### src/rtl/report_pkg.sv
// Shared constants, state encoding and helpers for the ASCII counter reporter.
package report_pkg;

  localparam logic [7:0] ASCII_SP = 8'h20;
  localparam logic [7:0] ASCII_CR = 8'h0D;
  localparam logic [7:0] ASCII_LF = 8'h0A;
  localparam logic [7:0] ASCII_W  = 8'h57;
  localparam logic [7:0] ASCII_I  = 8'h49;
  localparam logic [7:0] ASCII_E  = 8'h45;
  localparam logic [7:0] ASCII_D  = 8'h44;

  typedef enum logic [1:0] {
    ST_IDLE = 2'd0,
    ST_SNAP = 2'd1,
    ST_EMIT = 2'd2
  } state_e;

  // Nibble to uppercase ASCII hex digit ('A' is 0x37 + 10).
  function automatic logic [7:0] hex_char(input logic [3:0] nib);
    hex_char = (nib < 4'd10) ? (8'h30 + {4'h0, nib}) : (8'h37 + {4'h0, nib});
  endfunction

endpackage

### src/rtl/report_tick.sv
// Free-running period counter; tick is high for the cycle the count equals PERIOD-1.
module report_tick #(
  parameter int unsigned PERIOD = 5_000_000
) (
  input  logic clk,
  input  logic rst_n,
  output logic tick
);

  localparam int unsigned CW = $clog2(PERIOD);

  logic [CW-1:0] count;
  logic [CW-1:0] count_d;

  always_comb begin
    count_d = (count == CW'(PERIOD - 1)) ? '0 : count + CW'(1);
  end

  // tick is registered from the next count so it aligns with count == PERIOD-1.
  always_ff @(posedge clk or negedge rst_n) begin
    if (!rst_n) begin
      count <= '0;
      tick  <= 1'b0;
    end else begin
      count <= count_d;
      tick  <= (count_d == CW'(PERIOD - 1));
    end
  end

endmodule

### src/rtl/report_frame.sv
// Snapshots N_CH counters plus mode flags and streams one checksummed ASCII
// line per trigger over a valid/require byte handshake.
module report_frame
  import report_pkg::*;
#(
  parameter int unsigned CLK_FREQ    = 50_000_000,
  parameter int unsigned REPORT_FREQ = 10,
  parameter int unsigned N_CH        = 2,
  parameter int unsigned CNT_W       = 32
) (
  input  logic                  clk,
  input  logic                  rst_n,
  input  logic                  work,
  input  logic                  enc,
  input  logic [N_CH*CNT_W-1:0] cnt,
  input  logic                  snap_req,
  output logic [7:0]            data,
  output logic                  valid,
  input  logic                  require,
  output logic                  busy,
  output logic                  overrun,
  output logic [15:0]           frame_cnt
);

  localparam int unsigned PERIOD  = CLK_FREQ / REPORT_FREQ;
  localparam int unsigned HEX_D   = CNT_W / 4;
  localparam int unsigned CH_LEN  = HEX_D + 1;
  localparam int unsigned SEP_IDX = 2 + N_CH * CH_LEN;
  localparam int unsigned CKH_IDX = SEP_IDX + 1;
  localparam int unsigned CKL_IDX = SEP_IDX + 2;
  localparam int unsigned CR_IDX  = SEP_IDX + 3;
  localparam int unsigned LF_IDX  = SEP_IDX + 4;
  localparam int unsigned IDX_W   = $clog2(LF_IDX + 1);

  state_e                state, state_d;
  logic [IDX_W-1:0]      idx, idx_d;
  logic [7:0]            chk, chk_d;
  logic                  pending, pending_d;
  logic [N_CH*CNT_W-1:0] snap_cnt, snap_cnt_d;
  logic                  snap_work, snap_work_d;
  logic                  snap_enc, snap_enc_d;
  logic                  overrun_d;
  logic [15:0]           frame_cnt_d;
  logic [7:0]            byte_d;
  logic [7:0]            data_d;
  logic                  valid_d;
  logic                  busy_d;
  logic                  tick;
  logic                  trig;
  logic                  xfer;

  report_tick #(.PERIOD(PERIOD)) u_tick (
    .clk   (clk),
    .rst_n (rst_n),
    .tick  (tick)
  );

  // Next-state, frame bookkeeping and trigger queuing.
  always_comb begin
    state_d     = state;
    idx_d       = idx;
    chk_d       = chk;
    pending_d   = pending;
    snap_cnt_d  = snap_cnt;
    snap_work_d = snap_work;
    snap_enc_d  = snap_enc;
    overrun_d   = overrun;
    frame_cnt_d = frame_cnt;
    trig        = tick | snap_req;
    xfer        = valid & require;
    case (state)
      ST_IDLE: begin
        if (trig || pending) begin
          state_d = ST_SNAP;
          if (trig && pending) overrun_d = 1'b1;
        end
      end
      ST_SNAP: begin
        snap_cnt_d  = cnt;
        snap_work_d = work;
        snap_enc_d  = enc;
        idx_d       = '0;
        chk_d       = '0;
        pending_d   = trig;
        state_d     = ST_EMIT;
      end
      ST_EMIT: begin
        if (trig) begin
          if (pending) overrun_d = 1'b1;
          else         pending_d = 1'b1;
        end
        if (xfer) begin
          if (idx < IDX_W'(CKH_IDX)) chk_d = chk ^ data;
          if (idx == IDX_W'(LF_IDX)) begin
            state_d     = ST_IDLE;
            frame_cnt_d = frame_cnt + 16'd1;
          end else begin
            idx_d = idx + IDX_W'(1);
          end
        end
      end
      default: state_d = ST_IDLE;
    endcase
  end

  // Byte selector, evaluated on next-cycle index/snapshot so data is registered.
  always_comb begin
    byte_d = ASCII_SP;
    if (idx_d == IDX_W'(0))            byte_d = snap_work_d ? ASCII_W : ASCII_I;
    else if (idx_d == IDX_W'(1))       byte_d = snap_enc_d ? ASCII_E : ASCII_D;
    else if (idx_d == IDX_W'(CKH_IDX)) byte_d = hex_char(chk_d[7:4]);
    else if (idx_d == IDX_W'(CKL_IDX)) byte_d = hex_char(chk_d[3:0]);
    else if (idx_d == IDX_W'(CR_IDX))  byte_d = ASCII_CR;
    else if (idx_d == IDX_W'(LF_IDX))  byte_d = ASCII_LF;
    for (int ch = 0; ch < int'(N_CH); ch++) begin
      for (int p = 1; p <= int'(HEX_D); p++) begin
        if (idx_d == IDX_W'(2 + ch * int'(CH_LEN) + p))
          byte_d = hex_char(snap_cnt_d[ch * int'(CNT_W) + (int'(HEX_D) - p) * 4 +: 4]);
      end
    end
  end

  always_comb begin
    valid_d = (state_d == ST_EMIT);
    busy_d  = (state_d != ST_IDLE);
    data_d  = valid_d ? byte_d : 8'h00;
  end

  always_ff @(posedge clk or negedge rst_n) begin
    if (!rst_n) begin
      state     <= ST_IDLE;
      idx       <= '0;
      chk       <= '0;
      pending   <= 1'b0;
      snap_cnt  <= '0;
      snap_work <= 1'b0;
      snap_enc  <= 1'b0;
      overrun   <= 1'b0;
      frame_cnt <= '0;
      data      <= 8'h00;
      valid     <= 1'b0;
      busy      <= 1'b0;
    end else begin
      state     <= state_d;
      idx       <= idx_d;
      chk       <= chk_d;
      pending   <= pending_d;
      snap_cnt  <= snap_cnt_d;
      snap_work <= snap_work_d;
      snap_enc  <= snap_enc_d;
      overrun   <= overrun_d;
      frame_cnt <= frame_cnt_d;
      data      <= data_d;
      valid     <= valid_d;
      busy      <= busy_d;
    end
  end

endmodule

### config.mk
export PLATFORM = sky130hd
export DESIGN_NAME = report_frame
export DESIGN_NICKNAME = d
export VERILOG_FILES = /design/src/rtl/report_pkg.sv /design/src/rtl/report_tick.sv /design/src/rtl/report_frame.sv
export SDC_FILE = /design/constraint.sdc
export NUM_CORES = 1
export LEC_CHECK = 0
export CORE_MARGIN = 1
export CORE_UTILIZATION = 55
export CTS_CLUSTER_DIAMETER = 40
export DETAILED_ROUTE_END_ITERATION = 16
export GPL_ROUTABILITY_DRIVEN = 0
export MAX_ROUTING_LAYER = met4
export PLACE_DENSITY = 0.78
export SLEW_MARGIN = 5
export SYNTH_ARGS = -nofsm -noshare
export SYNTH_HDL_FRONTEND = slang
export SYNTH_SLANG_ARGS = --single-unit
### constraint.sdc
create_clock -name clk -period 4.4 [get_ports clk]
set_input_delay 1.32 -clock clk [delete_from_list [all_inputs] [get_ports clk]]
set_output_delay 1.32 -clock clk [all_outputs]
set_load 0.005 [all_outputs]
Word level (Yosys, flattened, before mapping). Cells that the tools add are included.

Register bits after elaboration: 133. Bits in latches: 0. Memory bits (writable): 0. ROM bits: 0. Input bits: 70. Logic and storage cells: 180. Memories kept: 0.

$add $sub $neg: 39. Multiply operators: 0. Divide/modulo/power cells: 0. Magnitude comparators: 19. Equal/unequal tests: 31. Shift-type cells: 0. Muxes and demuxes: 64. Bitwise operators: 3. Reductions and logical operators: 10.

Operators with widths (count): $add 6x4->7 const A (36); $mux 7 (22); $mux 8 (19); $lt 4x4->1 const B (18); $mux 64 (1); $eq 23x23->1 const B (2); $eq 5x5->1 const B (9); $eq 5x4->1 const B (7); $add 23x1->23 const B (1); $mux 23 (1); $eq 5x3->1 const B (4); $add 16x1->16 const B (1); $pmux 8 s2 (1); $mux 5 (3); $mux 6 (2); $pmux 5 s2 (1); $mux 1 (8); $ne 2x2->1 const B (4); $xor 8x8->8 (1); $mux 2 (3); $pmux 2 s3 (1); $reduce_bool 2->1 (3); $add 5x1->5 const B (1); $eq 5x1->1 const B (1); other kinds (14) (16).

Depth between registers and ports, before layout. Gate-level depths: netlist (run 1).

Word-level depth: 28. Mapped depth: 17. Gate-level depth less buffers: 13.

By module. From an unflattened synthesis (run 1), not the netlist that was laid out.

Cells, all modules: 993. Area total of the unflattened synthesis: 9011.1 um^2.

By module, submodules not included: report_frame (instances 1, cells an instance 850, area an instance 7576.0 um^2, seq. area each 2702.6 um^2); report_tick (instances 1, cells an instance 143, area an instance 1435.1 um^2, seq. area each 600.6 um^2).

Worst setup path before layout (run 1). Ideal clock, no wire load.

Path kind: input-to-reg. Start point: input require. End point: register data[2]. Setup time: 124 ps. Arrival: 3345 ps. Data required time: 4276 ps. Setup slack: 931 ps. Cell stages on the path: 11. Path through: and3_1 > buf_2 > o21a_1 > a21oi_1 > a31oi_1 > ha_1 > a211oi_1 > o21ai_0 > a32oi_1 > o311a_1 > o31a_1.

Word-level cells in the longest chain between the ends: 26.

RTL lines: start: declaration (line report_frame.sv:19) `input logic require,`; $and 1x1->1 (*) (line report_frame.sv:70) `xfer = valid & require;`; $mux 8 / $mux 5 (equally long branches) (line report_frame.sv:92) `if (xfer) begin`; $pmux 8 s2 / $pmux 5 s2 (equally long branches) (line report_frame.sv:71) `case (state)`; $add 6x4->7 (tied with other cells) (line report_pkg.sv:20) `hex_char = (nib < 4'd10) ? (8'h30 + {4'h0, nib}) : (8'h37 + {4'h0, nib});`; $mux 7 / $mux 6 (equally long branches) (line report_pkg.sv:20, report_frame.sv:113); $mux 7 (line report_frame.sv:112) `else if (idx_d == IDX_W'(CKL_IDX)) byte_d = hex_char(chk_d[3:0]);`; $mux 7 (line report_frame.sv:111) `else if (idx_d == IDX_W'(CKH_IDX)) byte_d = hex_char(chk_d[7:4]);`; $mux 7 (line report_frame.sv:110) `else if (idx_d == IDX_W'(1)) byte_d = snap_enc_d ? ASCII_E : ASCII_D;`; $mux 7 (line report_frame.sv:109) `if (idx_d == IDX_W'(0)) byte_d = snap_work_d ? ASCII_W : ASCII_I;`; $mux 8 (16 in a row) (line report_frame.sv:117) `if (idx_d == IDX_W'(2 + ch * int'(CH_LEN) + p))`; $mux 8 (*) (line report_frame.sv:126) `data_d = valid_d ? byte_d : 8'h00;`; via data_d[2] (line report_frame.sv:45) `logic [7:0] data_d;`; end signal: assignment (line report_frame.sv:153) `data <= data_d;`; end: declaration (line report_frame.sv:17) `output logic [7:0] data,`.

The timed path passes the listed nets; every way through them passes the cells marked *. A chain may end at the register's enable or synchronous reset.

Worst setup path after layout (run 1). Same ends and word-level chain as after synthesis.

==> results of run 1 <==
## layer usage
metal	vias up	global-route usage (%)
met5	-	-
met4	0	12.7
met3	59	6.55
met2	350	48.3
met1	3864	41.0
li1	3739	-
## flip-flops by register name, summed over array words and instances (netlist names), 2 cells and up
name,count
chk,8
data,7
frame_cnt,16
idx,5
snap_cnt,64
state,2
u_tick.count,23
## cells by family (layout without fill, tap and decap cells)
| family | Yosys count | after routing |
|---|---|---|
| simple gates | 304 | 304 |
| other cells | 1 | 1 |
| compound gates | 254 | 254 |
| flops | 132 | 132 |
| mux | 74 | 74 |
| fa+ha+maj | 25 | 25 |
| buf+inv | 97 | 234 |
| xor+xnor | 57 | 57 |
## power by group
part           internal [uW]  switching (uW)  total (uW)
sequential              1580             173        1760
clock                    791             602        1390
combinational           1290            2080        3360
total                   3660            2850        6510
## synth_stat cells, types with 18 or more instances
library cell,instances,area [um^2]
nand2_1,84,315
nand4_1,22,138
nor3_1,24,120
a21oi_1,65,325
dfrtp_1,132,3300
mux2_2,18,203
o21ai_0,45,225
xnor2_1,46,403
ha_1,25,313
mux2i_1,55,551
nor2_1,58,218
inv_1,67,251
nand3_1,33,165
## worst max-delay path, delay by kind of cell
family	cells	cell delay (ns)
compound gates	5	1.39
buf+inv	2	0.88
simple gates	3	0.82
## per-stage QoR
stage               util (%)  std cells
global route            69.5       1292
finish                  69.5       1292
floorplan                  -        944
CTS                     69.5       1292
detailed placement      65.7       1260
global placement        65.7       1260
## final cells by class
| class | count | area share (%) |
|---|---|---|
| clock inverter | 15 | 1.35 |
| multi-input combinational | 715 | 46.8 |
| timing repair buffer | 133 | 11.8 |
| clock buffer | 17 | 4.00 |
| tap | 211 | 2.48 |
| sequential | 132 | 31.1 |
| inverter | 69 | 2.46 |
## worst paths after layout
check	depth (start not counted)	endpoint	startpoint
max in group asynchronous	2	data[5]	rst_n
min in group asynchronous	1	u_tick.count[14]	rst_n
min reg2reg	1	frame_cnt[15]	frame_cnt[15]
max reg2reg	10	data[2]	state[0]
max	10	data[2]	require
min	1	frame_cnt[15]	frame_cnt[15]
==> results.txt, run 1 <==
Status: finished clean
Adder-Cell Fraction of Synth Area: 3.60%
Core area: 15300 um^2
LEAKAGE: 0.00452 uW
Synth Net Count: 1039
Slowest CP cell: clkdlybuf4s50_1
Die height: 128 um
Diode count: 0
First-pass DRT Iterations: 6
Via/cell ratio: 6.20
HPWL Detailed: 17700 um
CTS Hold Buffers Added: 0
Setup WS pre-CTS: 0.0243 ns
Most common cell after layout, fill and taps aside: dfrtp_1
Crit path DAT: 4.40 ns
WL met1: 10500 um
Critical Path Fanout Max: 8
Synth-to-layout area growth: 22.4%
Tcrit/Tclk final: 93.0%
F_max: 244 MHz
Nets@finish: 1163
Synth Area in Compound Gates: 20.2%
Register clock-pin slew on the reported worst setup and hold paths: 0.06 ns
Mapped cell area: 8690 um^2
EDFF count, synth: 0
Critical path's largest stage delay: 0.65 ns
Global-route wire length before repair: 38700 um
Drt drc: 0
Num Clock Sinks: 132
Via count: 8012
Register area share after synthesis: 38.0%
Fillers: 1212
Vias in the first global route: 7689
Hold WC Path Type: reg -> reg
Final Critical Period: 4.09 ns
Die area: 16300 um^2
Setup Viol. Count Final: 0
Total grt overflow: 0
Cell variety after synth: 87
Yosys warning count: 0
Layout Skew: 0.0176 ns
Top_reg_cell synth: dfrtp_1
PortBufs: 95
Number of setup buffers added after CTS: 0
Simple-gate area share of the yosys netlist: 18.7%
Met3 wire length: 1770 um
Post-Layout Inst Area: 10600 um^2
Total track usage: 31.5%
Layout cells sized above 1: 11.4%
Most frequent cells in the layout: dfrtp_1 (132), clkdlybuf4s50_1 (94), nand2_1 (84), inv_1 (67), a21oi_1 (65)
Number of max-cap violations: 0
CP endpoint kind: register
CP required: 4.71 ns
Max-slew violation count: 0
VDD IR max: 0.000343 V
CP cell instances: clkdlybuf4s50_1, nand4_4, or2_2, a21oi_1, buf_4, nand4_1, a211oi_1, o21ai_0, o311a_1, o31a_1
Fraction of registers with async set/reset: 100%
FF/Latch Area: 3300 um^2
PD cells: 612 nW/um^2
Post-route setup TNS: 0 ns
Synthesized area per cell: 9.21 um^2
PnR worst setup slack: 0.309 ns
Num rows: 45
Register-to-register setup slack: 0.69 ns
Initial antenna violation count: 0
Die width: 128 um
Post-route ant nets: 0
Initial detailed-routing violation count: 812
Actual slew at the worst max-slew pin: 0.832 ns
CTS tree: built
Largest net degree at the start of global routing: 65
CP startpoint kind: input pin
Synth Instances: 944
DP Area: 10100 um^2
Mux cell area share after synthesis: 8.93%
Highest Signal Layer: met4
Area of the multi-input gates: 4980 um^2
H-tree Lvls: 4
Clock Tree Root: clkbuf_16
Max_slew headroom: 44.1%
WHS: 0.478 ns
Wire length on met2: 11000 um
Longest Clk Path Bufs: 2
RSZ-0062 raised after global routing: false
Largest family of logic cells by synthesized area: compound AO/OA/AOI/OAI gates
Post-cts gate resize count: 0
Final wirelength: 23800 um
Crit path kind: in -> reg
Io pins: 97
Synth Area in XOR/XNOR: 5.75%
DR WL/cell: 18.4 um
Clk_lat worst skew: 0.44 ns
Starting Density: 56.7%
#FFs+latches synth: 132
Final Hold Vio Count: 0
Cts bufs inserted: 17
Total power: 6510 uW
No activity file was read; power rests on OpenSTA's default activity.
==> run 2: changes to the inputs <==
Settings changed: CTS_CLUSTER_DIAMETER 40 to default.
==> results of run 2 <==
The final DEF is identical to that of run 1; final timing and power are the same.
==> run 3: changes to the inputs <==
Settings changed: CORE_MARGIN 1 to 2.
==> run 3 against run 2 <==
Against the previous run: wire length is 1.3% higher; largest power group unchanged; power increased by 2.8%; critical path depth decreased by 1; flip-flop and latch count is the same; register-to-register slack worse by 0.09 ns.
==> results.txt, run 3 (synthesized netlist as in run 1, its figures left out) <==
Largest net degree at the start of global routing: 57 (was 65)
Initial detailed-routing violation count: 865 (was 812)
Total track usage: 30.6% (was 31.5%)
Critical path destination: data[2] (unchanged)
Starting Density: 56.7% (unchanged)
Clk_lat worst skew: 0.44 ns (about the same)
Post-route ant nets: 0 (unchanged)
Layout Skew: 0.00838 ns (was 0.0176 ns)
Cts bufs inserted: 17 (unchanged)
R2r worst-path depth: 10 (unchanged)
Via/cell ratio: 6.21 (was 6.20)
Most common cell after layout, fill and taps aside: dfrtp_1 (unchanged)
Setup Viol. Count Final: 0 (unchanged)
Tcrit/Tclk final: 90.5% (was 93.0%)
FF-to-FF End: data[2] (unchanged)
Initial antenna violation count: 0 (unchanged)
Switch share: 42.7% (was 43.8%)
Final Critical Period: 3.98 ns (was 4.09 ns)
Max_slew headroom: 47.2% (was 44.1%)
DR WL/cell: 18.7 um (was 18.4 um)
Fillers: 1198 (was 1212)
Post-Layout Inst Area: 10700 um^2 (was 10600 um^2)
Die height: 130 um (was 128 um)
R2r startpoint: state[0] (unchanged)
LEAKAGE: 0.00455 uW (was 0.00452 uW)
Total grt overflow: 0 (unchanged)
Slowest CP cell: clkdlybuf4s50_1 (unchanged)
Levels on crit path: 9 (was 10)
Die area: 16800 um^2 (was 16300 um^2)
Status: finished clean (unchanged)
CP startpoint kind: input pin (unchanged)
First-pass DRT Iterations: 6 (unchanged)
Sequential Power Share: 26.3% (was 26.9%)
Num Clock Sinks: 132 (unchanged)
WHS: 0.490 ns (was 0.478 ns)
CP endpoint kind: register (unchanged)
Critical Path Fanout Max: 8 (unchanged)
Number of setup buffers added after CTS: 0 (unchanged)
Synth-to-layout area growth: 23.3% (was 22.4%)
PD cells: 625 nW/um^2 (was 612 nW/um^2)
Max-slew violation count: 0 (unchanged)
Clock Power Share: 23.7% (was 21.4%)
Top Registers: snap_cnt: 64 flops, u_tick.count: 23 flops, frame_cnt: 16 flops (unchanged)
Drt drc: 0 (unchanged)
Post-cts gate resize count: 0 (unchanged)
CP cell instances: clkdlybuf4s50_1, nand3_1, a2bb2oi_1, o32a_1, nor4_1, a211oi_1, o2111ai_1, o311a_1, o31a_1 (was clkdlybuf4s50_1, nand4_4, or2_2, a21oi_1, buf_4, nand4_1, a211oi_1, o21ai_0, o311a_1, o31a_1)
Longest Clk Path Bufs: 2 (unchanged)
Actual slew at the worst max-slew pin: 0.785 ns (was 0.832 ns)
Core area: 15300 um^2 (unchanged)
Most frequent cells in the layout: dfrtp_1 (132), clkdlybuf4s50_1 (94), nand2_1 (84), inv_1 (67), a21oi_1 (65) (unchanged)
Hold WC Path Type: reg -> reg (unchanged)
Largest reg by FF count: snap_cnt (unchanged)
Worst setup startpoint: require (unchanged)
HPWL Detailed: 17800 um (was 17700 um)
Crit path DAT: 4.30 ns (was 4.40 ns)
Register clock-pin slew on the reported worst setup and hold paths: 0.06 ns (about the same)
Global-route wire length before repair: 39100 um (was 38700 um)
Die width: 130 um (was 128 um)
Layout cells sized above 1: 11.2% (was 11.4%)
PortBufs: 95 (unchanged)
VDD IR max: 0.000398 V (was 0.000343 V)
Vias in the first global route: 7810 (was 7689)
Post-route setup TNS: 0 ns (unchanged)
P_sw: 2850 uW (about the same)
Num rows: 45 (unchanged)
Worst path bufs/invs: 1 (was 2)
Max reg flops: 64 (unchanged)
RSZ-0062 raised after global routing: false (unchanged)
Io pins: 97 (unchanged)
Final wirelength: 24100 um (was 23800 um)
Critical path's largest stage delay: 0.65 ns (about the same)
H-tree Lvls: 4 (unchanged)
Nets@finish: 1161 (was 1163)
Kind of cell adding the most delay to the critical path: compound AO/OA/AOI/OAI gates (unchanged)
Number of max-cap violations: 0 (unchanged)
Comb pwr share: 50.0% (was 51.7%)
CP required: 4.72 ns (was 4.71 ns)
DP Area: 10100 um^2 (about the same)
Clock Tree Root: clkbuf_16 (unchanged)
Final Hold Vio Count: 0 (unchanged)
P_int: 3840 uW (was 3660 uW)
F_max: 251 MHz (was 244 MHz)
Crit path kind: in -> reg (unchanged)
Diode count: 0 (unchanged)
CTS Hold Buffers Added: 0 (unchanged)
Via count: 8017 (was 8012)
CTS tree: built (unchanged)
Register-to-register setup slack: 0.60 ns (was 0.69 ns)
## run 3: cell types whose count changed in the layout (fill, tap and decap cells not counted)
cell / change
clkbuf_8: +1
bufinv_16: +3
buf_12: +1
clkinvlp_4: -1
clkinv_2: -3
buf_4: -3
## run 3: power by group through the flow
stage | logic (uW) | registers, uW | clock network [uW]
2_1_floorplan | 2410 | 1710 | 0
3_3_place_gp | 3180 | 1750 | 0
3_5_place_dp | 3240 | 1770 | 0
4_1_cts | 3290 | 1750 | 1590
5_1_grt | 3690 | 1790 | 1650
6_report | 3350 | 1760 | 1590
## run 3: metal layers
layer	track usage (%)	wire (um)	up-vias	part of all wire, %
met4	10.8	743	0	3.1
met3	6.19	2010	69	8.3
met2	46.7	11000	377	46
met5	-	0	-	0
met1	40.9	10400	3835	43
li1	-	-	3736	-
## run 3: area by class of cell
type	instances	area, um^2	area share, %
clock buffers	18	439	4.10
clock inverters	14	211	1.97
inverters	69	262	2.44
multi-input cells	715	4980	46.5
flip-flops and latches	132	3300	30.8
well taps	211	264	2.46
repair buffers	131	1260	11.7
## run 3: how the worst min path moves through the flow
stage / from / end / slack, ns / cells past startpoint
floorplan: u_tick.count[4] / u_tick.count[4] / 0.46 / 1
global placement: frame_cnt[15] / frame_cnt[15] / 0.46 / 1
detailed placement: overrun / overrun / 0.47 / 1
CTS: frame_cnt[11] / frame_cnt[11] / 0.49 / 1
global route: frame_cnt[15] / frame_cnt[15] / 0.51 / 1
finish: frame_cnt[11] / frame_cnt[11] / 0.49 / 1
## run 3: through the flow
step / total power, uW / worst slack [ns] / cells / utilization (%)
after global routing: 7140 / 0.256 / 1290 / 70.0
final: 6690 / 0.416 / 1290 / 70.0
after global placement: 4940 / 0.152 / 1258 / 65.7
after CTS: 6640 / 0.529 / 1290 / 70.0
after floorplan: 4120 / 0.931 / 944 / -
after detailed placement: 5020 / 0.0939 / 1258 / 65.7
